**src/rtl/button_debouncer.sv**
```systemverilog
// button_debouncer: synchronizes and debounces an active-low push button into a clean level
module button_debouncer #(
  parameter int DEBOUNCE_CYCLES = 1000,
  parameter int CNT_W = 10
) (
  input  logic clk,
  input  logic rst,
  input  logic b_in,
  output logic b_out,
  output logic busy
);
  // bit 1 = accepted level is low, bit 0 = qualifying a change
  localparam logic [1:0] S_HIGH = 2'b00;
  localparam logic [1:0] S_CHK_LO = 2'b01;
  localparam logic [1:0] S_LOW = 2'b10;
  localparam logic [1:0] S_CHK_HI = 2'b11;
  localparam logic [CNT_W-1:0] LAST = CNT_W'(DEBOUNCE_CYCLES - 1);
  logic [1:0] sync_q;
  logic [1:0] state_q, state_d;
  logic [CNT_W-1:0] cnt_q, cnt_d;
  logic s;
  assign s = sync_q[1];
  // two-flop synchronizer, state and stability counter
  always_ff @(posedge clk) begin
    if (rst) begin
      sync_q <= 2'b11;
      state_q <= S_HIGH;
      cnt_q <= '0;
    end else begin
      sync_q <= {sync_q[0], b_in};
      state_q <= state_d;
      cnt_q <= cnt_d;
    end
  end
  // any opposite sample while qualifying drops back and clears the count
  always_comb begin
    state_d = S_HIGH;
    cnt_d = '0;
    case (state_q)
      S_HIGH: if (!s) begin
        state_d = S_CHK_LO;
        cnt_d = CNT_W'(1);
      end
      S_CHK_LO: if (s) state_d = S_HIGH;
        else if (cnt_q == LAST) state_d = S_LOW;
        else begin
          state_d = S_CHK_LO;
          cnt_d = cnt_q + 1'b1;
        end
      S_LOW: if (s) begin
        state_d = S_CHK_HI;
        cnt_d = CNT_W'(1);
      end else state_d = S_LOW;
      S_CHK_HI: if (!s) state_d = S_LOW;
        else if (cnt_q == LAST) state_d = S_HIGH;
        else begin
          state_d = S_CHK_HI;
          cnt_d = cnt_q + 1'b1;
        end
      default: ;
    endcase
  end
  assign b_out = ~state_q[1];
  assign busy = state_q[0];
endmodule

```
**config.mk**
```make
export PLATFORM = sky130hd
export DESIGN_NAME = button_debouncer
export DESIGN_NICKNAME = d
export VERILOG_FILES = /design/src/rtl/button_debouncer.sv
export SDC_FILE = /design/constraint.sdc
export NUM_CORES = 1
export LEC_CHECK = 0
export BUFFER_PORTS_ARGS = -buffer_cell sky130_fd_sc_hd__clkbuf_2
export CAP_MARGIN = 40
export CORE_AREA = 2 2 39 41
export CTS_BUF_LIST = sky130_fd_sc_hd__clkbuf_4
export DETAILED_ROUTE_END_ITERATION = 8
export DIE_AREA = 0 0 41 43
export PLACE_DENSITY_LB_ADDON = 0.05
export SLEW_MARGIN = 20
export SYNTH_ARGS = -nofsm -noshare
export SYNTH_HDL_FRONTEND = slang
export SYNTH_SLANG_ARGS = --single-unit
```
**constraint.sdc**
```tcl
create_clock -name clk -period 4.2 [get_ports clk]
set_clock_uncertainty 0.2 [all_clocks]
set_input_delay 0.21 -clock clk [delete_from_list [all_inputs] [get_ports clk]]
set_output_delay 0.21 -clock clk [all_outputs]
set_load 0.01 [all_outputs]
```
# [Word-level counts from Yosys, hierarchy flattened]
# Cells that the tools add are included.
[word_totals] out_inout_bits=2 elab_cells=23 reg_bits=14
[op_classes] reduce_logical=1 eq_ne=4 n_bitwise=1 addsub=1 muxes=13
[op_table] operator="$pmux W10 S4" count=1
[op_table] operator="$mux W10" count=3
[op_table] operator="$add A10 B1 Y10 const B" count=1
[op_table] operator="$eq A10 B10 Y1 const B" count=1
[op_table] operator="$mux W2" count=4
[op_table] operator="$pmux W2 S4" count=1
[op_table] operator="$eq A2 B2 Y1 const B" count=2
[op_table] operator="$mux W1" count=4
[op_table] operator="$eq A2 B1 Y1 const B" count=1
[op_table] operator="$logic_not A2 Y1" count=1
[op_table] operator="$not A1 Y1" count=1

# [Longest topological paths before layout]
# Gate-level depths: netlist of the first run.
[depth] ltp_word=4 mapped_depth=5

# [Worst setup path before layout of the first run]
# No wires, ideal clock.
[synth_timing] path_type="reg-to-reg" from="reg cnt_q[0]" to="reg cnt_q[8]" path_stages_with_launch=6 n_path_buf=1 period_less_slack_ns=1.511 required_ns=3.930 slack_ns=2.689 t_arrival_ns=1.241 path_cell_list="dfxtp_1 ha_1 clkbuf_1 nand3_2 or3_1 a21oi_1"
[synth_via] elab_chain_len=4 word_cells_on_any_way=6 classes_between="1 x add/sub; 1 x eq/ne; 4 x mux"
[synth_rtl] element="start, declared" line_no="20" rtl="logic [CNT_W-1:0] cnt_q, cnt_d;"
[synth_rtl] element="start signal, assigned" line_no="32" rtl="cnt_q <= cnt_d;"
[synth_rtl] element="$add A10 B1 Y10 / $eq A10 B10 Y1 (equally long branches)"
[synth_rtl] element="$mux W10 *" line_no="45, 55"
[synth_rtl] element="$mux W10, on equally long branches" line_no="54, 44"
[synth_rtl] element="$pmux W10 S4 *" line_no="39" rtl="case (state_q)"
# Every way passes the cells marked *; elsewhere a longest branch is shown, timed or not.
# A chain may end at the register's enable or synchronous reset.

==> results.sh, run 1 <==
export IMPL_setup_slack_ns=2.49
export IMPL_synth_seq_area_share_pct=45.3
export IMPL_cp_top_family="simple AND/OR/NAND/NOR gates"
export IMPL_yosys_top_cells_area="dfxtp_1 (45%), xor2_1 (7.1%), nor2_1 (4.8%)"
export IMPL_fmax_mhz=584
export IMPL_synth_xor_area_share_pct=8.48
export IMPL_status="finished clean"
export IMPL_yosys_cell_count_top_type="dfxtp_1"
export IMPL_ys_ff_latch=14
export IMPL_arrival_ns=1.73
export IMPL_critPathSlowestCell="dlygate4sd3_1"
export IMPL_synth_avg_cell_area_um2=9.24
export IMPL_path_clk_slew_ns=0.08
export IMPL_overflow=0
export IMPL_multi_input_area_um2=320
export IMPL_worst_r2r_setup_slack_ns=2.60
export IMPL_post_synth_top_area_cell="dfxtp_1"
export IMPL_utilization_pct=50.2
export IMPL_synth_edf_count=0
export IMPL_layoutNonFillerInstCount=91
export IMPL_yosys_area_top_type_share_pct=45.3
export IMPL_cts_resized=0
export IMPL_cts_max_level=1
export IMPL_clkPwrFrac_pct=35.6
export IMPL_fin_crit_sh_pct=40.8
export IMPL_final_area_um2=694
export IMPL_die_x_um=41
export IMPL_required_ns=4.22
export IMPL_antenna_found_initial=0
export IMPL_fp_coreArea_mm2=0.00138
export IMPL_crit_type="in2reg"
export IMPL_place_area_um2=648
export IMPL_relSlewSlack_pct=81.2
export IMPL_numCtsBuffers=3
export IMPL_fin_nets=80
export IMPL_clk_latency_ns=0.28
export IMPL_initial_utilization_pct=44.8
export IMPL_drtIter0Drc=9
export IMPL_p_comb_share_pct=2.5
export IMPL_grt_pass1_vias=442
export IMPL_hold_depth=1
export IMPL_routedWlPerCell_um=12.2
export IMPL_pre_cts_ws_ns=2.63
export IMPL_rows=14
export IMPL_io_pins=5
export IMPL_power_internal_uw=172
export IMPL_power_leakage_nw=0.242
export IMPL_slowest_delay_ns=0.53
export IMPL_drive_above_1_share_pct=18.7
export IMPL_synth_ff_type="dfxtp_1"
export IMPL_end_kind="flip-flop"
export IMPL_hold_path_class="reg2reg"
export IMPL_dr_pass1_iters=4
export IMPL_cts_sinks=14
export IMPL_cts_tree="yes"
export IMPL_peakVddDrop_v=0.000165
export IMPL_clockBufferDepth=2
export IMPL_syn_to_final_growth_pct=12.1
export IMPL_switching_power_uw=46.4
export IMPL_reg2reg_from="cnt_q[2]"
export IMPL_drt_total_wl_um=1110
export IMPL_syn_nets=71
export IMPL_rsz0062_at_grt="no"
export IMPL_synthAdderAreaFrac_pct=2.02
export IMPL_die_area_mm2=0.00176
export IMPL_hold_slack_ns=0.214
export IMPL_async_flop_share_pct=0
export IMPL_postRouteAntennaNets=0
export IMPL_syn_instance_count=67
export IMPL_n_fill_cell=135
export IMPL_synthTopCellsByCount="dfxtp_1 (14), nor2_1 (8), nand3_1 (5), xor2_1 (5)"
export IMPL_crit_chain="dlygate4sd3_1 -> clkbuf_2 -> or3b_4 -> or2_4 -> nor2_1"
export IMPL_fin_setup_tns_ns=0
export IMPL_tightestPinTransition_ns=0.281
export IMPL_p_total_uw=218
export IMPL_vias=471
export IMPL_grt_max_degree=9
export IMPL_muxShareOfSynthArea_pct=0
export IMPL_synth_top_family_by_area="simple AND/OR/NAND/NOR gates"
export IMPL_die_y_um=43
export IMPL_reg2reg_to="cnt_q[8]"
export IMPL_setup_viol=0
export IMPL_maxCapViolations=0
export IMPL_synth_compound_area_share_pct=8.69
export IMPL_synthSimpleGateAreaFrac_pct=32.5
export IMPL_dp_hpwl_um=783
export IMPL_p_seq_share_pct=61.9
export IMPL_dp_cells=85
export IMPL_r2r_cells=4
export IMPL_io_buffers=4
export IMPL_yosysUniqueCellTypes=30
export IMPL_cts_root_buf="clkbuf_4"
export IMPL_netSwitchingFraction_pct=21.3
export IMPL_hold_violations=0
export IMPL_syn_area_um2=619
export IMPL_regArea_um2=280
export IMPL_holdPathEnd="sync_q[1]"
export IMPL_yosysWarnings=0
export IMPL_place_gp_congestion=0.691
export IMPL_path_buf_inv=2
export IMPL_avgViaCountPerCell=5.18
export IMPL_grt_pass1_wl_um=1870
export IMPL_grt_use_total_pct=16.2
export IMPL_slew_violations=0
export IMPL_crit_fanout=7
export IMPL_power_density_mw_per_mm2=314
export IMPL_start_kind="input pin"
export IMPL_route_detailed_drc=0
export IMPL_finalCriticalPeriod_ns=1.71
export IMPL_antenna_cells=0
export IMPL_min_delay_start="sync_q[0]"
-- what timing repair did --
item | in CTS | in global routing
setup buffers | 0 | 0
endpoints found under the hold margin | 3 | 0
hold buffers | 2 | 0
-- power groups by stage --
stage	logic, mW	clock network, mW	registers, mW
after floorplan	0.00185	0	0.138
after global placement	0.00404	0	0.138
after detailed placement	0.00404	0	0.138
after CTS	0.00550	0.0819	0.135
after global routing	0.00601	0.0878	0.135
final	0.00543	0.0778	0.135
-- routing by layer --
metal	share of wire (%)	up-vias	track usage (%)
li1	-	252	-
met1	51	206	20.9
met2	43	9	21.9
met3	3.3	4	3.14
met4	2.7	0	14.0
met5	0	-	0
-- cell type report --
| type | instances | area share, % |
|---|---|---|
| clock inverters | 1 | 0.541 |
| multi-input cells | 49 | 46.1 |
| repair buffers | 6 | 5.77 |
| flip-flops and latches | 14 | 40.4 |
| inverters | 2 | 1.08 |
| well taps | 16 | 2.88 |
| clock buffers | 3 | 3.24 |
-- kinds of logic after synthesis --
group / count (synthesis)
adders and majority gates: 1
AOI/OAI and AO/OA: 8
xor gates and xnor gates: 6
DFF: 14
and+or+nand+nor: 34
buffers and inverters: 4
-- cells in the final DEF (no fill, tap or decap) --
cell and n:
clkinv_1 1, xnor2_1 1, xor2_1 5, a31oi_1 2, nor3_1 2, and2_1 1
or3b_4 1, o21a_1 1, nor2_1 8, nand2_1 3, or2_2 2, inv_1 2
a311oi_1 1, dlygate4sd3_1 2, o21ai_0 1, or2_4 1, and4_4 1, ha_1 1
o31ai_1 1, nand4_1 2, nand3_2 1, and4bb_2 1, and3_1 3, or3_1 1
dfxtp_1 14, o211ai_1 1, clkbuf_2 4, nand4b_1 1, clkbuf_4 3, a21oi_1 1
nand2b_1 1, nand3_1 5
-- registers in the layout, indices dropped and copies added (netlist names) --
register / cells
cnt_q: 10
state_q: 2
sync_q: 2
-- worst max path at each step --
stage,from,to,cells past startpoint
4_1_cts,rst,cnt_q[6],5
3_3_place_gp,sync_q[1],cnt_q[6],4
2_1_floorplan,cnt_q[0],cnt_q[8],5
3_5_place_dp,cnt_q[3],cnt_q[8],4
5_1_grt,rst,cnt_q[1],5
6_report,rst,cnt_q[6],5
Power figures use the tool's default switching activity.
==> run 2: changes to the inputs <==
Clock period 4.2 ns to 1.5 ns, I/O delays scaled along.
==> run 2 against run 1 <==
Final cell count increased by 18%; first-iteration DRC count fell by 67%; clock power rose to 2.9 times the previous value; hold slack improved by 0.0093 ns; worst setup slack got worse by 2.5 ns; via count rose by 17%; critical path depth is 1 lower; wire length grew 12%; sequential share of layout area down 6.4 points; total power grew to 2.9 times the previous value; critical path type is now reg2reg; critical endpoint is now cnt_q[4].
==> results.sh, run 2 (same netlist as run 1, synthesis figures left out) <==
export IMPL_hold_path_class="reg2reg"
export IMPL_initial_utilization_pct=44.8
export IMPL_gr_usage_met2_pct=28.4
export IMPL_numCtsBuffers=3
export IMPL_maxCapViolations=0
export IMPL_crit_type="reg2reg"
export IMPL_busiest_layer="met2"
export IMPL_antenna_cells=0
export IMPL_peakVddDrop_v=0.000536
export IMPL_final_cell_mix="buf_4 (15), dfxtp_1 (13), nor2_1 (6)"
export IMPL_vias=549
export IMPL_relSlewSlack_pct=84.1
export IMPL_hold_violations=0
export IMPL_cts_root_buf="clkbuf_4"
export IMPL_finalCriticalPeriod_ns=1.49
export IMPL_grtUsageMet3_pct=4.71
export IMPL_top_regs="cnt_q (10), state_q (2), sync_q (2)"
export IMPL_met1_usage_pct=23.1
export IMPL_fin_setup_tns_ns=0
export IMPL_setup_slack_ns=0.0126
export IMPL_postRouteAntennaNets=0
export IMPL_drt_total_wl_um=1240
export IMPL_crit_fanout=5
export IMPL_cts_max_level=1
export IMPL_slowest_delay_ns=0.38
export IMPL_antenna_found_initial=0
export IMPL_cts_sinks=14
export IMPL_power_leakage_nw=0.326
export IMPL_p_total_uw=623
export IMPL_grt_pass1_wl_um=2170
export IMPL_critPathSlowestCell="or3b_4"
export IMPL_io_buffers=4
export IMPL_regMostFlops="cnt_q"
export IMPL_io_pins=5
export IMPL_syn_to_final_growth_pct=33.9
export IMPL_cts_tree="yes"
export IMPL_slew_violations=0
export IMPL_path_clk_slew_ns=0.09
export IMPL_fin_crit_sh_pct=99.2
export IMPL_rsz0062_at_grt="yes"
export IMPL_clockBufferDepth=2
export IMPL_drtIter0Drc=3
export IMPL_dr_pass1_iters=4
export IMPL_die_x_um=41
export IMPL_path_buf_inv=0
export IMPL_grt_pass1_vias=545
export IMPL_hold_slack_ns=0.223
export IMPL_cp_top_family="simple AND/OR/NAND/NOR gates"
export IMPL_routedWlPerCell_um=11.6
export IMPL_arrival_ns=1.52
export IMPL_required_ns=1.53
export IMPL_place_gp_congestion=0.697
export IMPL_fin_nets=96
export IMPL_end_kind="flip-flop"
export IMPL_dp_hpwl_um=944
export IMPL_clkPwrFrac_pct=35.9
export IMPL_p_comb_share_pct=3.6
export IMPL_route_detailed_drc=0
export IMPL_largest_reg_flops=10
export IMPL_layout_commonest_cell="buf_4"
export IMPL_die_y_um=43
export IMPL_switching_power_uw=137
export IMPL_power_internal_uw=486
export IMPL_start_kind="flip-flop"
export IMPL_overflow=0
export IMPL_tightestPinTransition_ns=0.239
export IMPL_grt_use_total_pct=18.1
export IMPL_power_density_mw_per_mm2=751
export IMPL_p_seq_share_pct=60.5
export IMPL_grt_max_degree=9
export IMPL_setup_viol=0
export IMPL_fmax_mhz=672
export IMPL_clk_latency_ns=0.28
export IMPL_worst_r2r_setup_slack_ns=0.01
export IMPL_pre_cts_ws_ns=-0.0214
export IMPL_status="finished clean"
export IMPL_avgViaCountPerCell=5.13
export IMPL_fp_coreArea_mm2=0.00138
export IMPL_crit_chain="xor2_1 -> or3b_4 -> or2_4 -> nor2_1"
export IMPL_rows=14
export IMPL_netSwitchingFraction_pct=22.0
export IMPL_die_area_mm2=0.00176
export IMPL_drive_above_1_share_pct=36.3
==> run 2: cell types whose count changed in the layout (fill, tap and decap cells not counted) <==
cell           delta
buf_4            +15
nor2_1            -2
nor2_2            +2
a311oi_1          -1
a311oi_2          +1
dfxtp_1           -1
dfxtp_2           +1
dlygate4sd3_1     +1
==> run 2: path summary, 6_finish.rpt <==
path	from	endpoint	cells past startpoint
worst max-delay path	sync_q[1]	cnt_q[4]	4
worst min-delay path	sync_q[0]	sync_q[1]	1
worst max register to register	sync_q[1]	cnt_q[4]	4
worst min register to register	sync_q[0]	sync_q[1]	1
==> run 2: per-stage QoR <==
step                instances  instance area, um2  utilization (%)
finish                    107                 830             59.9
global route              107                 830             59.9
CTS                       107                 821             59.3
detailed placement        100                 761             55.0
global placement          100                 761             55.0
floorplan                  67                 621                -
==> run 2: power groups by stage <==
stage	sequential (mW)	combinational (mW)	clock (mW)
2_1_floorplan	0.386	0.00519	0
3_3_place_gp	0.386	0.0162	0
3_5_place_dp	0.386	0.0165	0
4_1_cts	0.377	0.0226	0.230
5_1_grt	0.378	0.0244	0.244
6_report	0.377	0.0225	0.224
==> run 2: cell type report <==
cell class / count / area [um2]
fillers: 130 / 554
multi-input cells: 49 / 332
flip-flops and latches: 14 / 282
repair buffers: 22 / 163
clock buffers: 3 / 22.5
well taps: 16 / 20.0
inverters: 2 / 7.51
clock inverters: 1 / 3.75
==> run 2: layer usage <==
layer  vias up  part of all wire, %  wire [um]
met5         -                    0          0
met4         0                  1.5         19
met3         3                  3.1         39
met2        10                   48        597
met1       249                   47        589
li1        287                    -          -
==> run 2: timing repair <==
item                       in CTS  in global routing
pin swaps                       2                  0
buffers inserted                0                  0
setup endpoints to repair       3                  6
hold endpoints to repair        5                  0
resized for setup               2                  2
hold buffers                    3                  0
==> run 3: changes to the inputs <==
Clock period 1.5 ns to 1.4 ns, I/O delays scaled along.
==> run 3 against run 2 <==
The flow now finishes with violations (hold timing, setup timing); die area unchanged; total power increased by 6.1%; sequential share of layout area decreased by 1.1 points; wire length decreased by 0.88%; critical path depth unchanged; register-to-register slack got worse by 0.14 ns; core utilization increased by 2.6 points; clock-buffer cell count unchanged; worst setup slack got worse by 0.14 ns; non-clock buffer count increased by 2.
==> results.sh, run 3 (same netlist as run 1, synthesis figures left out) <==
export IMPL_io_buffers=4
export IMPL_top_regs="cnt_q (10), state_q (2), sync_q (2)"
export IMPL_vias=560
export IMPL_die_x_um=41
export IMPL_numCtsBuffers=3
export IMPL_dr_pass1_iters=4
export IMPL_grt_pass1_vias=532
export IMPL_maxCapViolations=0
export IMPL_syn_to_final_growth_pct=39.8
export IMPL_initial_utilization_pct=44.8
export IMPL_rows=14
export IMPL_grt_use_total_pct=18.1
export IMPL_hold_depth=2
export IMPL_route_detailed_drc=0
export IMPL_layout_commonest_cell="buf_4"
export IMPL_fmax_mhz=655
export IMPL_antenna_cells=0
export IMPL_antenna_found_initial=0
export IMPL_cts_root_buf="clkbuf_4"
export IMPL_drive_above_1_share_pct=47.3
export IMPL_place_area_um2=786
export IMPL_cts_sinks=14
export IMPL_critPathSlowestCell="or3b_4"
export IMPL_hold_path_class="in2reg"
export IMPL_fin_crit_sh_pct=109
export IMPL_setup_slack_ns=-0.127
export IMPL_peakVddDrop_v=0.000578
export IMPL_io_pins=5
export IMPL_hold_slack_ns=-0.163
export IMPL_final_area_um2=866
export IMPL_crit_fanout=5
export IMPL_fin_nets=98
export IMPL_power_leakage_nw=0.337
export IMPL_largest_reg_flops=10
export IMPL_rsz0062_at_grt="yes"
export IMPL_drtIter0Drc=9
export IMPL_grt_pass1_wl_um=2140
export IMPL_required_ns=1.42
export IMPL_setup_viol=7
export IMPL_slowest_delay_ns=0.39
export IMPL_die_y_um=43
export IMPL_relSlewSlack_pct=81.9
export IMPL_hold_violations=6
export IMPL_cts_max_level=1
export IMPL_end_kind="flip-flop"
export IMPL_dp_hpwl_um=921
export IMPL_clockBufferDepth=2
export IMPL_grt_max_degree=9
export IMPL_cts_tree="yes"
export IMPL_crit_chain="xor2_1 -> or3b_4 -> or2_4 -> nor2_1"
export IMPL_power_density_mw_per_mm2=764
export IMPL_crit_type="reg2reg"
export IMPL_finalCriticalPeriod_ns=1.53
export IMPL_violations="hold timing, setup timing"
export IMPL_tightestPinTransition_ns=0.271
export IMPL_postRouteAntennaNets=0
export IMPL_slew_violations=0
export IMPL_arrival_ns=1.55
export IMPL_path_clk_slew_ns=0.08
export IMPL_drt_total_wl_um=1230
export IMPL_die_area_mm2=0.00176
export IMPL_place_gp_congestion=0.760
export IMPL_status="complete, but fails checks"
export IMPL_clk_latency_ns=0.28
export IMPL_overflow=0
export IMPL_fin_setup_tns_ns=-0.540
export IMPL_final_cell_mix="buf_4 (19), dfxtp_1 (11), xor2_1 (5), nand3_1 (5)"
export IMPL_fp_coreArea_mm2=0.00138
export IMPL_routedWlPerCell_um=11.3
export IMPL_utilization_pct=62.6
export IMPL_regMostFlops="cnt_q"
export IMPL_hold_buffers=1
export IMPL_avgViaCountPerCell=5.14
export IMPL_r2r_cells=4
export IMPL_start_kind="flip-flop"
run 3: per-stage QoR:
stage / setup slack, ns / std cells / total power [mW]
floorplan: -0.0654 / 67 / 0.420
global placement: -0.0928 / 103 / 0.432
detailed placement: -0.101 / 103 / 0.432
CTS: -0.107 / 109 / 0.667
global route: -0.161 / 109 / 0.691
finish: -0.127 / 109 / 0.662
run 3: what timing repair did:
item,CTS,global route
setup endpoints to repair,8,12
gates resized for setup,4,8
hold endpoints to repair,6,6
gates cloned,0,0
setup buffers,1,0
pin swaps,1,4
run 3: worst max-delay path: cells and delay by family (launching register included):
kind          cells  cell delay [ns]
flops             1             0.33
xor+xnor          1             0.16
simple gates      3             0.79
run 3: area by class of cell:
cell class	count	area [um2]
tap	16	20.0
fill	126	518
multi-input combinational	49	355
clock buffer	3	22.5
sequential	14	284
timing repair buffer	24	173
inverter	2	7.51
clock inverter	1	3.75
run 3: worst paths after layout:
| path | from | to | slack, ns |
|---|---|---|---|
| worst max register to register | sync_q[1] | cnt_q[6] | -0.13 |
| worst max-delay path | sync_q[1] | cnt_q[6] | -0.13 |
| worst min-delay path | rst | cnt_q[0] | -0.16 |
| worst min register to register | sync_q[0] | sync_q[1] | 0.22 |
run 3: metal layers:
layer	part of all wire [%]	up-vias	GRT usage (%)	wire length (um)
met1	45	257	22.5	552
met5	0	-	0	0
li1	-	290	-	-
met3	3.8	3	4.71	47
met4	1.8	0	8.00	22
met2	50	10	28.1	611
run 3: report_power, final:
group          internal [mW]  switching, mW
logic                 0.0142        0.00966
clock network          0.104          0.130
registers              0.402        0.00229
